[src/rtl/iiitb_pusr.sv]
// Parametrised universal shift register with single-step modes and multi-step bursts.
// Define USR_PARITY_EN to add the parity_out port (XOR of data_out).
module iiitb_pusr #(
    parameter int WIDTH = 8,
    localparam int SHW  = $clog2(WIDTH + 1)
) (
    input  logic             clock,
    input  logic             clear_n,
    input  logic             en,
    input  logic [2:0]       mode,
    input  logic [WIDTH-1:0] data_in,
    input  logic             sl_ser,
    input  logic             sr_ser,
    input  logic             start,
    input  logic [SHW-1:0]   shamt,
    output logic [WIDTH-1:0] data_out,
    output logic             sl_out,
    output logic             sr_out,
    output logic             busy,
`ifdef USR_PARITY_EN
    output logic             done,
    output logic             parity_out
`else
    output logic             done
`endif
);

    typedef enum logic {IDLE, RUN} state_t;

    localparam logic [SHW-1:0] MAX_STEPS = SHW'(WIDTH);

    state_t           r_state;
    logic [WIDTH-1:0] r_q;
    logic [SHW-1:0]   r_count;
    logic [2:0]       r_mode;
    logic             r_done;

    state_t           w_nextState;
    logic [WIDTH-1:0] w_nextQ;
    logic [SHW-1:0]   w_nextCount;
    logic [2:0]       w_nextMode;
    logic             w_nextDone;
    logic [2:0]       w_stepMode;
    logic [WIDTH-1:0] w_stepResult;
    logic             w_isShift;
    logic [SHW-1:0]   w_steps;

    // In RUN the latched mode drives the datapath; live inputs are ignored.
    assign w_stepMode = (r_state == RUN) ? r_mode : mode;
    assign w_isShift  = (mode == 3'b001) || (mode == 3'b010) || (mode == 3'b100) ||
                        (mode == 3'b101) || (mode == 3'b110);
    assign w_steps    = (shamt > MAX_STEPS) ? MAX_STEPS : shamt;

    always_comb begin
        w_stepResult = r_q;
        case (w_stepMode)
            3'b000:  w_stepResult = r_q;
            3'b001:  w_stepResult = {r_q[WIDTH-2:0], sl_ser};
            3'b010:  w_stepResult = {sr_ser, r_q[WIDTH-1:1]};
            3'b011:  w_stepResult = data_in;
            3'b100:  w_stepResult = {r_q[WIDTH-2:0], r_q[WIDTH-1]};
            3'b101:  w_stepResult = {r_q[0], r_q[WIDTH-1:1]};
            3'b110:  w_stepResult = {r_q[WIDTH-1], r_q[WIDTH-1:1]};
            default: w_stepResult = '0;
        endcase
    end

    always_comb begin
        w_nextState = r_state;
        w_nextQ     = r_q;
        w_nextCount = r_count;
        w_nextMode  = r_mode;
        w_nextDone  = 1'b0;
        if (en) begin
            w_nextQ = w_stepResult;
            case (r_state)
                IDLE: begin
                    if (start && w_isShift && (shamt != '0)) begin
                        w_nextMode = mode;
                        if (w_steps == SHW'(1)) begin
                            w_nextDone = 1'b1;
                        end else begin
                            w_nextCount = w_steps - SHW'(1);
                            w_nextState = RUN;
                        end
                    end
                end
                RUN: begin
                    w_nextCount = r_count - SHW'(1);
                    if (r_count == SHW'(1)) begin
                        w_nextState = IDLE;
                        w_nextDone  = 1'b1;
                    end
                end
                default: w_nextState = IDLE;
            endcase
        end
    end

    // Reset wins over everything, so a mid-burst clear aborts without a done pulse.
    always_ff @(posedge clock) begin
        if (!clear_n) begin
            r_state <= IDLE;
            r_q     <= '0;
            r_count <= '0;
            r_mode  <= 3'b000;
            r_done  <= 1'b0;
        end else begin
            r_state <= w_nextState;
            r_q     <= w_nextQ;
            r_count <= w_nextCount;
            r_mode  <= w_nextMode;
            r_done  <= w_nextDone;
        end
    end

    assign data_out = r_q;
    assign sl_out   = r_q[WIDTH-1];
    assign sr_out   = r_q[0];
    assign busy     = (r_state == RUN);
    assign done     = r_done;
`ifdef USR_PARITY_EN
    assign parity_out = ^r_q;
`endif

endmodule

[config.mk]
export PLATFORM = sky130hd
export DESIGN_NAME = iiitb_pusr
export DESIGN_NICKNAME = d
export VERILOG_FILES = /design/src/rtl/iiitb_pusr.sv
export SDC_FILE = /design/constraint.sdc
export NUM_CORES = 1
export LEC_CHECK = 0
export ABC_AREA = 0
export ABC_CLOCK_PERIOD_IN_PS = 1700
export BUFFER_PORTS_ARGS = -buffer_cell sky130_fd_sc_hd__buf_2
export CAP_MARGIN = 20
export CORE_MARGIN = 2
export CORE_UTILIZATION = 47
export DETAILED_ROUTE_END_ITERATION = 8
export PLACE_DENSITY = 0.84
export SLEW_MARGIN = 20
export SYNTH_ARGS = -nofsm -noshare
export SYNTH_HDL_FRONTEND = slang
export SYNTH_SLANG_ARGS = --single-unit
[constraint.sdc]
create_clock -name clock -period 1.7 [get_ports clock]
set_clock_uncertainty 0.1 [all_clocks]
set_input_delay 0 -clock clock [delete_from_list [all_inputs] [get_ports clock]]
set_output_delay 0 -clock clock [all_outputs]
set_load 0.02 [all_outputs]
==> flow_summary.toml <==
[timing]
slew_headroom = 0.658
setup_viol = 1
fin_ws_ns = -0.0110
fmaxAchievable_mhz = 584
whs_ns = 0.00731
slew_viol_final = 0
hold_viol_final = 0
post-route-period-util = 1.01
worst_slew_pin_slew_ns = 0.506
post-route-min-period_ns = 1.71
rsz0062_at_grt = "yes"

[floorplan]
die_h_um = 55.1
core_sq_um = 2480
die_area_sq_um = 3040
rows = 18
start_util = 0.495
die_width_um = 55.1
ioPinCount = 33

[logic_synthesis]
ys_seq_area_frac = 0.277
synth_area_leaders = "dfxtp_1 28%, mux2i_1 6.5%, a222oi_1 4.9%"
synth_top_area_frac = 0.277
yosys_register_bits = 17
syn_nets = 169
synthCells = 144
synth-edff-count = 0
synth_top_area_cell = "dfxtp_1"
syn_area_per_cell_sq_um = 8.52
synthArstFlopShare = 0
ys.flop_type = "dfxtp_1"
synth.cell_area_sq_um = 1230
yosysUniqueCellTypes = 52
yosys_warnings = 0

[outcome]
violations = "negative setup slack"
outcome = "complete, but fails checks"

[finish]
multi_input_area_sq_um = 855
final_cell_area_sq_um = 1620
utilization = 0.654
register_area_sq_um = 347
area_growth_pct = 31.9
diodes = 0
layout.nets = 216
drive_gt1_frac = 0.332
fillers = 209

[global_route]
grt_start_max_net_pins = 12
grt_pass1_wl_um = 4850
grt_pass1_vias = 1121
grt_overflow = 0
grt_use_total = 0.228
antenna_found_initial = 0

[placement]
io_buffers = 32
place.gp.congestion = 0.820
dpl-instance-area_sq_um = 1400
hpwl_um = 2300

[run]
drv_cap = 0

[setup_path]
cpMaxStageDelayCell = "dfxtp_1"
worstReg2RegEnd = "data_out[2]"
critPathKind = "flop to flop"
slowest_delay_ns = 0.53
timing.rr.start = "r_mode[2]"
start_kind = "flop"
crit_required_ns = 1.78
worstPathMaxFanout = 7
rr_worst_depth = 4
cp.arrival_ns = 1.79
r2r_slack_ns = -0.01
end_kind = "flop"
crit_buf_inv = 0
cp_cell_sequence = "xnor2_2 > o32ai_4 > a222oi_1 > o21ai_1"
cpLargestDelayFamily = "compound AO/OA/AOI/OAI gates"

[clocking]
clock_path_buffers = 2
cts_max_level = 1
clk_latency_ns = 0.30
clkTransAtPathRegs_ns = 0.11
cts_root_buf = "clkbuf_4"
cts.sinks = 17
cts_buffers = 3
cts_tree = "yes"

[drt]
viasPerCell = 5.99
ant_nets = 0
drt_wl_total_um = 3520
remaining_drc_errors = 0
dr.pass1.iters = 4
vias = 1318
first_iter_violations = 75
wl_per_cell_um = 16.0

[pwr]
p_leak_nw = 0.667
power.density_nw_per_um2 = 604
ir_worst_vdd_v = 0.000532

[min_path]
hold_path_depth = 4
hold_start = "data_in[7]"
hp-class = "primary input to flop"
whs_endpoint = "data_out[7]"
==> layout by cell type, fill, tap and decap left out, drive strengths merged, types with 3 or more instances in the layout <==
| cell | netlist | routed |
|---|---|---|
| a21oi | 6 | 6 |
| a222oi | 6 | 6 |
| buf | 7 | 37 |
| clkbuf | 1 | 4 |
| dfxtp | 17 | 17 |
| dlygate4sd3 | 0 | 12 |
| ha | 4 | 4 |
| inv | 7 | 7 |
| mux2i | 9 | 9 |
| nand2 | 14 | 14 |
| nand2b | 4 | 4 |
| nand3 | 6 | 6 |
| nor2 | 11 | 11 |
| nor2b | 3 | 3 |
| o21ai | 12 | 12 |
| o31ai | 3 | 3 |
==> stage by stage <==
step / power [W] / cells / TNS (ns) / setup slack [ns]
after detailed placement: 0.000707 / 202 / 0 / 0.00536
after CTS: 0.000948 / 218 / 0 / 0.0107
after global routing: 0.00104 / 220 / -0.173 / -0.118
after floorplan: 0.000627 / 144 / 0 / 0.00396
after global placement: 0.000695 / 202 / 0 / 0.0705
final: 0.000977 / 220 / -0.0110 / -0.0110
==> worst max-delay path by stage <==
stage / from / to / slack, ns / cells after the start
5_1_grt: r_mode[2] / data_out[2] / -0.12 / 4
2_1_floorplan: busy / data_out[0] / 0.004 / 5
3_5_place_dp: shamt[3] / r_count[0] / 0.005 / 9
4_1_cts: busy / data_out[4] / 0.01 / 5
3_3_place_gp: shamt[3] / r_count[1] / 0.07 / 9
6_report: r_mode[2] / data_out[2] / -0.01 / 4
==> cells in the mapped netlist, drive strengths merged, types with 2 or more instances <==
| cell type | n |
|---|---|
| a32oi | 2 |
| or2 | 2 |
| a211oi | 2 |
| ha | 4 |
| nand4 | 2 |
| xnor2 | 2 |
| nand3b | 2 |
| nor3 | 2 |
| o31ai | 3 |
| nor2 | 11 |
| nor2b | 3 |
| inv | 7 |
| a21oi | 6 |
| o21ai | 12 |
| a222oi | 6 |
| a31oi | 2 |
| nand2b | 4 |
| mux2i | 9 |
| or3 | 2 |
| dfxtp | 17 |
| nand2 | 14 |
| buf | 7 |
| nand3 | 6 |
==> final cells by class <==
| class | count | area share |
|---|---|---|
| Inverter | 8 | 0.0185 |
| Clock inverter | 1 | 0.00309 |
| Tap cell | 30 | 0.0232 |
| Multi-Input combinational cell | 111 | 0.528 |
| Timing Repair Buffer | 50 | 0.199 |
| Clock buffer | 3 | 0.0139 |
| Sequential cell | 17 | 0.214 |
==> per-layer routing <==
| metal | vias to the layer above | global-route usage | wire, um |
|---|---|---|---|
| met5 | - | 0 | 0 |
| met4 | 0 | 0.114 | 123 |
| met3 | 14 | 0.0403 | 237 |
| met2 | 61 | 0.369 | 1770 |
| met1 | 613 | 0.290 | 1380 |
| li1 | 630 | - | - |
==> flip-flops by register name, summed over array words and instances (netlist names) <==
name,flops
data_out,8
done,1
busy,1
r_mode,3
r_count,4
==> worst min-delay path: cells and delay by family <==
kind	cells	cell delay, ns
buffers and inverters	1	0.08
AO/OA/AOI/OAI	3	0.31
==> cells by family (layout without fill, tap and decap cells) <==
kind of cell,after synthesis,in the layout,share of synthesized area
buf+inv,16,62,0.0703
simple gates,52,52,0.230
mux,10,10,0.0928
flops,17,17,0.277
fa+ha+maj,4,4,0.0408
xor+xnor,2,2,0.0143
compound gates,43,43,0.274
==> power by group <==
part | leakage (nW) | internal (W) | switching (W)
combinational | 0.510 | 0.000145 | 0.000171
clock | 0.0177 | 0.0000877 | 0.000133
sequential | 0.140 | 0.000415 | 0.0000259
==> what timing repair did <==
action / CTS / global route
endpoints found under the setup margin: 0 / 8
buffers inserted: 0 / 2
resized for setup: 0 / 11
hold buffers: 12 / 0
endpoints found under the hold margin: 13 / 0
Power figures use the tool's default switching activity.
